`config.mk`:
```
export PLATFORM = sky130hd
export DESIGN_NAME = onehot_dispatch_3to8
export DESIGN_NICKNAME = d
export VERILOG_FILES = /design/src/rtl/dispatch_pkg.sv /design/src/rtl/dispatch_sync_fifo.sv /design/src/rtl/onehot_dispatch_3to8.sv
export SDC_FILE = /design/constraint.sdc
export NUM_CORES = 1
export LEC_CHECK = 0
export BUFFER_PORTS_ARGS = -buffer_cell sky130_fd_sc_hd__buf_2
export CAP_MARGIN = 30
export CORE_AREA = 2 2 96 89
export CTS_CLUSTER_SIZE = 25
export DETAILED_ROUTE_END_ITERATION = 8
export DIE_AREA = 0 0 98 91
export PLACE_DENSITY = 0.48
export SYNTH_ARGS = -nofsm -noshare
export SYNTH_HDL_FRONTEND = slang
export SYNTH_SLANG_ARGS = --single-unit
```
`constraint.sdc`:
```
create_clock -name clk -period 3.55 [get_ports clk]
set_input_delay 0.71 -clock clk [delete_from_list [all_inputs] [get_ports clk]]
set_output_delay 0.71 -clock clk [all_outputs]
set_load 0.02 [all_outputs]
```
`src/rtl/dispatch_pkg.sv`:
```
// Shared types and constants for the one-hot line dispatcher.
// Holds the FSM state encoding, line-count derivation and the index decode helper.
package dispatch_pkg;

    localparam int IDX_W          = 3;
    localparam int N_LINES        = 1 << IDX_W;
    localparam int DEF_FIFO_DEPTH = 4;
    localparam int DEF_TIMEOUT    = 15;

    typedef enum logic [1:0] {
        IDLE   = 2'd0,
        ASSERT = 2'd1,
        GAP    = 2'd2
    } state_t;

    // Decode a line index into its one-hot grant vector.
    function automatic logic [N_LINES-1:0] idx_to_onehot(input logic [IDX_W-1:0] idx);
        logic [N_LINES-1:0] vec;
        vec      = '0;
        vec[idx] = 1'b1;
        return vec;
    endfunction

endpackage

```
`src/rtl/dispatch_sync_fifo.sv`:
```
// Small synchronous FIFO buffering pending line indices.
// Push into a full queue and pop from an empty one are silently ignored.
module sync_fifo #(
    parameter int WIDTH = 3,
    parameter int DEPTH = 4,
    localparam int PTR_W = $clog2(DEPTH),
    localparam int CNT_W = $clog2(DEPTH + 1)
) (
    input  logic             clk,
    input  logic             rst_n,
    input  logic             push,
    input  logic [WIDTH-1:0] wdata,
    input  logic             pop,
    output logic [WIDTH-1:0] rdata,
    output logic             full,
    output logic             empty,
    output logic [CNT_W-1:0] count
);

    logic [WIDTH-1:0] mem_r [DEPTH];
    logic [PTR_W-1:0] wr_ptr_r;
    logic [PTR_W-1:0] rd_ptr_r;
    logic [CNT_W-1:0] count_r;
    logic             push_s;
    logic             pop_s;

    assign full   = (count_r == CNT_W'(DEPTH));
    assign empty  = (count_r == {CNT_W{1'b0}});
    assign push_s = push && !full;
    assign pop_s  = pop && !empty;
    assign rdata  = mem_r[rd_ptr_r];
    assign count  = count_r;

    // Storage array; contents need no reset because count gates every read.
    always_ff @(posedge clk) begin
        if (push_s) begin
            mem_r[wr_ptr_r] <= wdata;
        end
    end

    // Pointers and occupancy; power-of-two depth lets pointers wrap naturally.
    always_ff @(posedge clk) begin
        if (!rst_n) begin
            wr_ptr_r <= '0;
            rd_ptr_r <= '0;
            count_r  <= '0;
        end else begin
            if (push_s) begin
                wr_ptr_r <= wr_ptr_r + 1'b1;
            end
            if (pop_s) begin
                rd_ptr_r <= rd_ptr_r + 1'b1;
            end
            case ({push_s, pop_s})
                2'b10:   count_r <= count_r + 1'b1;
                2'b01:   count_r <= count_r - 1'b1;
                default: count_r <= count_r;
            endcase
        end
    end

endmodule

```
`src/rtl/onehot_dispatch_3to8.sv`:
```
// Queued index-to-one-hot dispatcher: holds each granted line until its ack or a timeout,
// with one idle cycle between consecutive grants.
module onehot_dispatch_3to8
    import dispatch_pkg::*;
#(
    parameter int FIFO_DEPTH = DEF_FIFO_DEPTH,
    parameter int TIMEOUT    = DEF_TIMEOUT
) (
    input  logic               clk,
    input  logic               rst_n,
    input  logic [IDX_W-1:0]   in_idx,
    input  logic               in_valid,
    output logic               in_ready,
    input  logic [N_LINES-1:0] ack,
    output logic [N_LINES-1:0] out_onehot,
    output logic               busy,
    output logic               timeout
);

    localparam int CNT_W = $clog2(FIFO_DEPTH + 1);
    localparam int TMR_W = $clog2(TIMEOUT + 1);
    localparam logic [TMR_W-1:0] TMR_LAST = TMR_W'(TIMEOUT - 1);

    state_t             state_r, state_nxt_s;
    logic [TMR_W-1:0]   timer_r, timer_nxt_s;
    logic [IDX_W-1:0]   cur_idx_r, cur_idx_nxt_s;
    logic [N_LINES-1:0] onehot_r, onehot_nxt_s;
    logic               timeout_r, timeout_nxt_s;

    logic               push_s;
    logic               pop_s;
    logic [IDX_W-1:0]   head_s;
    logic               full_s;
    logic               empty_s;
    logic [CNT_W-1:0]   count_s;

    assign in_ready = rst_n && (count_s < CNT_W'(FIFO_DEPTH));
    assign push_s   = in_valid && in_ready;

    sync_fifo #(
        .WIDTH (IDX_W),
        .DEPTH (FIFO_DEPTH)
    ) u_fifo (
        .clk   (clk),
        .rst_n (rst_n),
        .push  (push_s),
        .wdata (in_idx),
        .pop   (pop_s),
        .rdata (head_s),
        .full  (full_s),
        .empty (empty_s),
        .count (count_s)
    );

    // Next-state, timer and grant decode.
    always_comb begin
        state_nxt_s   = state_r;
        timer_nxt_s   = timer_r;
        cur_idx_nxt_s = cur_idx_r;
        onehot_nxt_s  = onehot_r;
        timeout_nxt_s = 1'b0;
        pop_s         = 1'b0;
        case (state_r)
            IDLE, GAP: begin
                if (!empty_s) begin
                    pop_s         = 1'b1;
                    cur_idx_nxt_s = head_s;
                    onehot_nxt_s  = idx_to_onehot(head_s);
                    timer_nxt_s   = '0;
                    state_nxt_s   = ASSERT;
                end else begin
                    onehot_nxt_s  = '0;
                    state_nxt_s   = IDLE;
                end
            end
            ASSERT: begin
                // Only the granted line's ack matters; ack beats an expiring timer.
                if (ack[cur_idx_r]) begin
                    onehot_nxt_s  = '0;
                    state_nxt_s   = GAP;
                end else if (timer_r == TMR_LAST) begin
                    onehot_nxt_s  = '0;
                    timeout_nxt_s = 1'b1;
                    state_nxt_s   = GAP;
                end else begin
                    timer_nxt_s   = timer_r + 1'b1;
                end
            end
            default: begin
                onehot_nxt_s = '0;
                state_nxt_s  = IDLE;
            end
        endcase
    end

    // State and registered outputs.
    always_ff @(posedge clk) begin
        if (!rst_n) begin
            state_r   <= IDLE;
            timer_r   <= '0;
            cur_idx_r <= '0;
            onehot_r  <= '0;
            timeout_r <= 1'b0;
        end else begin
            state_r   <= state_nxt_s;
            timer_r   <= timer_nxt_s;
            cur_idx_r <= cur_idx_nxt_s;
            onehot_r  <= onehot_nxt_s;
            timeout_r <= timeout_nxt_s;
        end
    end

    assign out_onehot = onehot_r;
    assign timeout    = timeout_r;
    assign busy       = rst_n && ((state_r != IDLE) || !empty_s);

endmodule

```
Yosys cells after proc, flatten, opt, wreduce, memory -nomap -nowiden
Memories as Yosys holds them, arrays and structs flattened. A register that Yosys moved wholly into a read port is not among the register bits.
Cells that the tools add are included.
- latch bits: 0
- output and inout port bits: 11
- memory bits (read-only): 0
- input port bits: 14
- memories kept: 1
- flip-flop bits (word level): 25
- bits in writable memories: 12
- shift-type cells: 0
- mux-type cells: 24
- divide/modulo/power cells: 0
- order comparisons: 4
- add/sub/neg operators: 5
- $mul: 0
- bitwise operators: 3
- reduce and logical (&&, ||, !) cells: 18
- eq/ne operators: 10
- memory list (name ; depth ; width ; rd ports ; clocked after Yosys merged registers in ; wr ports ; line ; source):
    u_fifo.mem_r ; 4 ; 3 ; 1 ; 1 ; 1 ; dispatch_sync_fifo.sv:20 ; logic [WIDTH-1:0] mem_r [DEPTH];
- operators by type and width (kind ; count):
    8-bit 2-to-1 mux ; 3
    8-bit case mux with 2 select lines ; 1
    4-bit 2-to-1 mux ; 3
    3-bit by 4-bit less-than comparator with 1-bit output (second input constant) ; 2
    1-bit 2-to-1 mux ; 8
    2-bit 2-to-1 mux ; 4
    4-bit case mux with 2 select lines ; 1
    1-bit logical AND ; 6
    2-bit != test (second input constant) ; 3
    3-bit case mux with 2 select lines ; 1
    2-bit nonzero test ; 3
    2-bit by 1-bit adder with 2-bit output (second input constant) ; 2
    4-bit by 1-bit adder with 4-bit output (second input constant) ; 1
    2-bit by 1-bit equality test with 1-bit output (second input constant) ; 2
    2-bit equality test (second input constant) ; 2
    4-bit equality test (second input constant) ; 1
    2-bit case mux with 2 select lines ; 1
    4-bit AND reduction ; 1
    3-bit by 1-bit adder with 3-bit output (second input constant) ; 1
    1-bit binary-select mux with 3-bit select ; 1
    1-bit demux with 3-bit select ; 1
    3-bit equality test (second input constant) ; 1
    3-bit by 1-bit >= comparator with 1-bit output (second input constant) ; 1
    3-bit logical NOT ; 1
    other kinds (10) ; 13

Depth between registers and ports, before layout
- word-level depth: 6
- gate-level depth with buffers: 9
- mapped depth without buffers: 9

Modules after synthesis
Synthesis repeated with hierarchy kept, for this count alone.
- cell total of the unflattened synthesis: 152
- area total of the unflattened synthesis: 1755.4 µm²
- modules (own cells, without submodules) (module ; area each (µm²) ; cells each ; times used):
    sync_fifo ; 922.1 ; 69 ; 1
    onehot_dispatch_3to8 ; 833.3 ; 83 ; 1

Worst setup path before layout
Ideal clock, no wire load.
- kind: input port to flip-flop
- from: input rst_n
- to: register u_fifo.count_r[2], in the netlist u_fifo.count[2]
- path slack: 1106 ps
- setup time: 76 ps
- data arrival time: 2368 ps
- stages on the path: 9
- path buffers: 0
- cells stage by stage: nor2b_1 -> and2_1 -> inv_1 -> ha_1 -> inv_1 -> fa_1 -> xor2_1 -> or3_1 -> a21boi_0
- word-level cells in the longest chain between the ends: 5
- elaborated cells between the ends (all ways): 7
- classes of those cells: 2 x eq/ne; 1 x mux; 4 x reduce/logical
- ends and longest elaborated chain (element ; line ; source):
    from (decl) ; onehot_dispatch_3to8.sv:10 ; input logic rst_n,
    1-bit logical AND ; onehot_dispatch_3to8.sv:37 ; assign in_ready = rst_n && (count_s < CNT_W'(FIFO_DEPTH));
    1-bit logical AND ; onehot_dispatch_3to8.sv:38 ; assign push_s = in_valid && in_ready;
    1-bit logical AND ; dispatch_sync_fifo.sv:29 ; assign push_s = push && !full;
    2-bit by 1-bit equality test with 1-bit output or 2-bit equality test (tied branches) ; dispatch_sync_fifo.sv:54 ; case ({push_s, pop_s})
    3-bit case mux with 2 select lines or 2-bit nonzero test (tied branches) ; n/a ;
    to (signal assigned) ; dispatch_sync_fifo.sv:55 ; 2'b10: count_r <= count_r + 1'b1;
    to (signal assigned) ; dispatch_sync_fifo.sv:56 ; 2'b01: count_r <= count_r - 1'b1;
    to (signal assigned) ; dispatch_sync_fifo.sv:57 ; default: count_r <= count_r;
    to (decl) ; dispatch_sync_fifo.sv:23 ; logic [CNT_W-1:0] count_r;
Parallel ways exist; a longest one is shown, timed or not.
A chain may end at the register's enable or synchronous reset.

Worst setup path in the final report
- from: register u_fifo.count_r[2], in the netlist u_fifo.count[2]
- to: register u_fifo.count_r[2], in the netlist u_fifo.count[2]
- word-level cells in the longest chain between the ends: 6
- elaborated cells between the ends (all ways): 17
- classes of those cells: 2 x add/sub; 1 x order compare; 3 x eq/ne; 3 x mux; 8 x reduce/logical
- ends and longest elaborated chain (element ; line ; source):
    3-bit logical NOT * ; dispatch_sync_fifo.sv:28 ; assign empty = (count_r == {CNT_W{1'b0}});
    1-bit 2-to-1 mux * ; onehot_dispatch_3to8.sv:65 ; if (!empty_s) begin
    1-bit 2-to-1 mux * ; onehot_dispatch_3to8.sv:63 ; case (state_r)
    net pop_s ; onehot_dispatch_3to8.sv:31 ; logic pop_s;
    1-bit logical AND * ; dispatch_sync_fifo.sv:30 ; assign pop_s = pop && !empty;
    2-bit by 1-bit equality test with 1-bit output or 2-bit equality test (tied branches) ; dispatch_sync_fifo.sv:54 ;
    3-bit case mux with 2 select lines or 2-bit nonzero test (tied branches) ; n/a ;
Mark *: on every way through the listed nets, which the timed path passes. The rest lies on a longest branch.

==> out/summary.txt <==
Outcome: finished, final reports clean
Setup TNS Final: 0 ns
Startpoint Class: register
Critical path required time: 3.77 ns
Unrepaired setup endpoints after global routing: no
Cell family with most CP delay: simple AND/OR/NAND/NOR gates
Fin nets: 212
DR iter-0 viols: 31
Final ANT Viol Nets: 0
Die X: 98 um
Critical path fanouts, max: 9
Data arrival, critical path: 2.62 ns
I/O Buffers: 24
Setup CP Type: reg -> reg
Die height: 91 um
# rows: 31
Peak supply drop: 250 uV
Post-synthesis sequential area ratio: 0.506
Initial Util: 0.226
Total GRT Usage: 0.0802
Largest net degree at the start of global routing: 29
Post-cts sizing count: 0
Area growth, synth to finish: 20.1%
Cell taking the most area after synthesis: dfxtp_1
Synth Warn #: 0
Period utilisation layout: 0.677
Crit end category: register
Maximum clock frequency: 416 MHz
Die footprint: 8920 um2
Vias per std cell: 4.22
Relative slew slack: 0.538
Top cells by area, synth: dfxtp_1 30%, edfxtp_1 20%, and2_1 5.3%
Final setup vio count: 0
Postcts setup bufs: 0
Mean Syn Cell Area: 10.8 um2
CTS H-Tree Depth: 2
Post-Syn Area: 1780 um2
Total CTS buffers: 5
Routed WL: 3.32 mm
Final Hold Viols: 0
Final GP Congestion: 0.701
Dpl hpwl: 2.43 mm
Clock-pin slew on the worst setup and hold paths: 0.08 ns
Final hold slack: 0.474 ns
DRC: 0
Worst Max-Slew Pin Slew: 0.691 ns
Share of layout cells above drive strength 1: 0.225
Clock Skew: 0.00375 ns
Max stage delay on crit path: 0.40 ns
Vias: 1,225
Antenna violations before repair: 0
I/O pins: 25
WP buf/inv: 2
Skew-Pair Late Insertion Delay: 0.29 ns
Crit-path slowest cell: dfxtp_1
Post-synth EDFFs: 12
Asr flop ratio synth: 0
First-pass GRT wire length: 5.71 mm
Core Box Area: 7870 um2
Post-Syn Nets: 186
Cts hold-fix bufs: 0
Average routed wire per standard cell: 11.5 um
Min cycle time layout: 2.40 ns
CTS sink count: 39
Static Leakage: 0.823 nW
Pwr Density: 688 nW/um2
CTS tree: done
Number of global-route vias before repair: 1,238
FF+latch count, synth: 39
Area share of the largest cell type after synthesis: 0.304
Global route overflow: 0
Cell Chain, Critical Path: or3_1, nand2_1, inv_1, ha_1, inv_1, fa_1, xor2_1, or3_1, a21boi_0
Drt first pass iters: 4
CTS Root Cell: clkbuf_8
Count leader, synth: dfxtp_1
Fin. max-slew vios: 0
Synth cell types: 36
Worst hold path class: reg -> reg
CTS Buffer Depth: 2
Most used DFF post-synth: dfxtp_1
Post-synth top cells: 27 x dfxtp_1, 15 x and2_1, 14 x nand3_1, 13 x nand2_1, 12 x edfxtp_1
Cell count after synthesis: 164
Max Cap Viol: 0
Diodes inserted: 0
==> worst register-to-register path, stage by stage (launching register included) <==
cell and delay, ns:
dfxtp_1 0.40, or3_1 0.21, nand2_1 0.24, inv_1 0.21, ha_1 0.21, inv_1 0.06, fa_1 0.38, xor2_1 0.16
or3_1 0.30, a21boi_0 0.17
==> per-stage QoR <==
| step | worst slack (ns) | cells | instance area (um2) | utilization | power (mW) |
|---|---|---|---|---|---|
| after floorplan | 1.11 | 164 | 1780 | - | 0.944 |
| after global placement | 1.06 | 282 | 2000 | 0.254 | 1.04 |
| after detailed placement | 0.989 | 282 | 2000 | 0.254 | 1.04 |
| after CTS | 1.11 | 290 | 2140 | 0.271 | 1.49 |
| after global routing | 0.918 | 290 | 2140 | 0.271 | 1.57 |
| final | 1.15 | 290 | 2140 | 0.271 | 1.47 |
==> state kept, by name (all words and copies together) (netlist names), named ones only <==
name / cells
cur_idx_r: 3
out_onehot: 8
state_r: 2
timeout: 1
timer_r: 4
u_fifo.count: 3
u_fifo.mem_r: 12
u_fifo.rd_ptr_r: 2
u_fifo.wr_ptr_r: 2
==> final timing paths <==
| path | start | to | slack, ns | cells past startpoint |
|---|---|---|---|---|
| min | cur_idx_r[1] | cur_idx_r[1] | 0.47 | 2 |
| min reg2reg | cur_idx_r[1] | cur_idx_r[1] | 0.47 | 2 |
| max reg2reg | u_fifo.count[2] | u_fifo.count[2] | 1.15 | 9 |
| max | u_fifo.count[2] | u_fifo.count[2] | 1.15 | 9 |
==> report_power, final <==
group / switching (mW) / internal [mW]
clock: 0.165 / 0.280
sequential: 0.0555 / 0.528
combinational: 0.249 / 0.193
==> final cells by class <==
cell class,instances,area (um2)
Clock inverter,3,67.6
Inverter,10,37.5
Fill cell,850,5740
Multi-Input combinational cell,109,811
Tap cell,99,124
Clock buffer,5,68.8
Sequential cell,39,901
Timing Repair Buffer,25,128
==> placed cells by master (no fill, tap or decap), drive strengths merged, types with 2 or more instances in the layout <==
cell type | synthesis | routed
nand3 | 14 | 14
o21ai | 4 | 4
edfxtp | 12 | 12
and2 | 15 | 15
buf | 1 | 25
mux4 | 4 | 4
clkbuf | 5 | 5
or3 | 3 | 3
or2 | 2 | 2
dfxtp | 27 | 27
o22ai | 8 | 8
nor2b | 2 | 2
nor2 | 3 | 3
inv | 10 | 10
xnor2 | 4 | 4
nand2b | 2 | 2
mux2i | 2 | 2
nand2 | 13 | 13
nor3 | 3 | 3
mux2 | 4 | 4
bufinv | 0 | 2
a21boi | 4 | 4
ha | 7 | 7
and3 | 4 | 4
==> logic make-up (layout without fill, tap and decap cells) <==
family,after synthesis,after routing,share of synthesized area
buffers and inverters,16,43,0.0380
adders and majority gates,8,8,0.0605
and+or+nand+nor,63,63,0.189
DFF,39,39,0.506
xor gates and xnor gates,5,5,0.0246
muxes,10,10,0.0872
AOI/OAI and AO/OA,23,23,0.0942
==> metal layers <==
metal,up-vias,GRT usage,wire (um)
met5,-,0,0
met4,0,0.0313,48
met3,6,0.0308,166
met2,21,0.122,1460
met1,568,0.103,1650
li1,630,-,-
(Power assumes the default switching activity.)
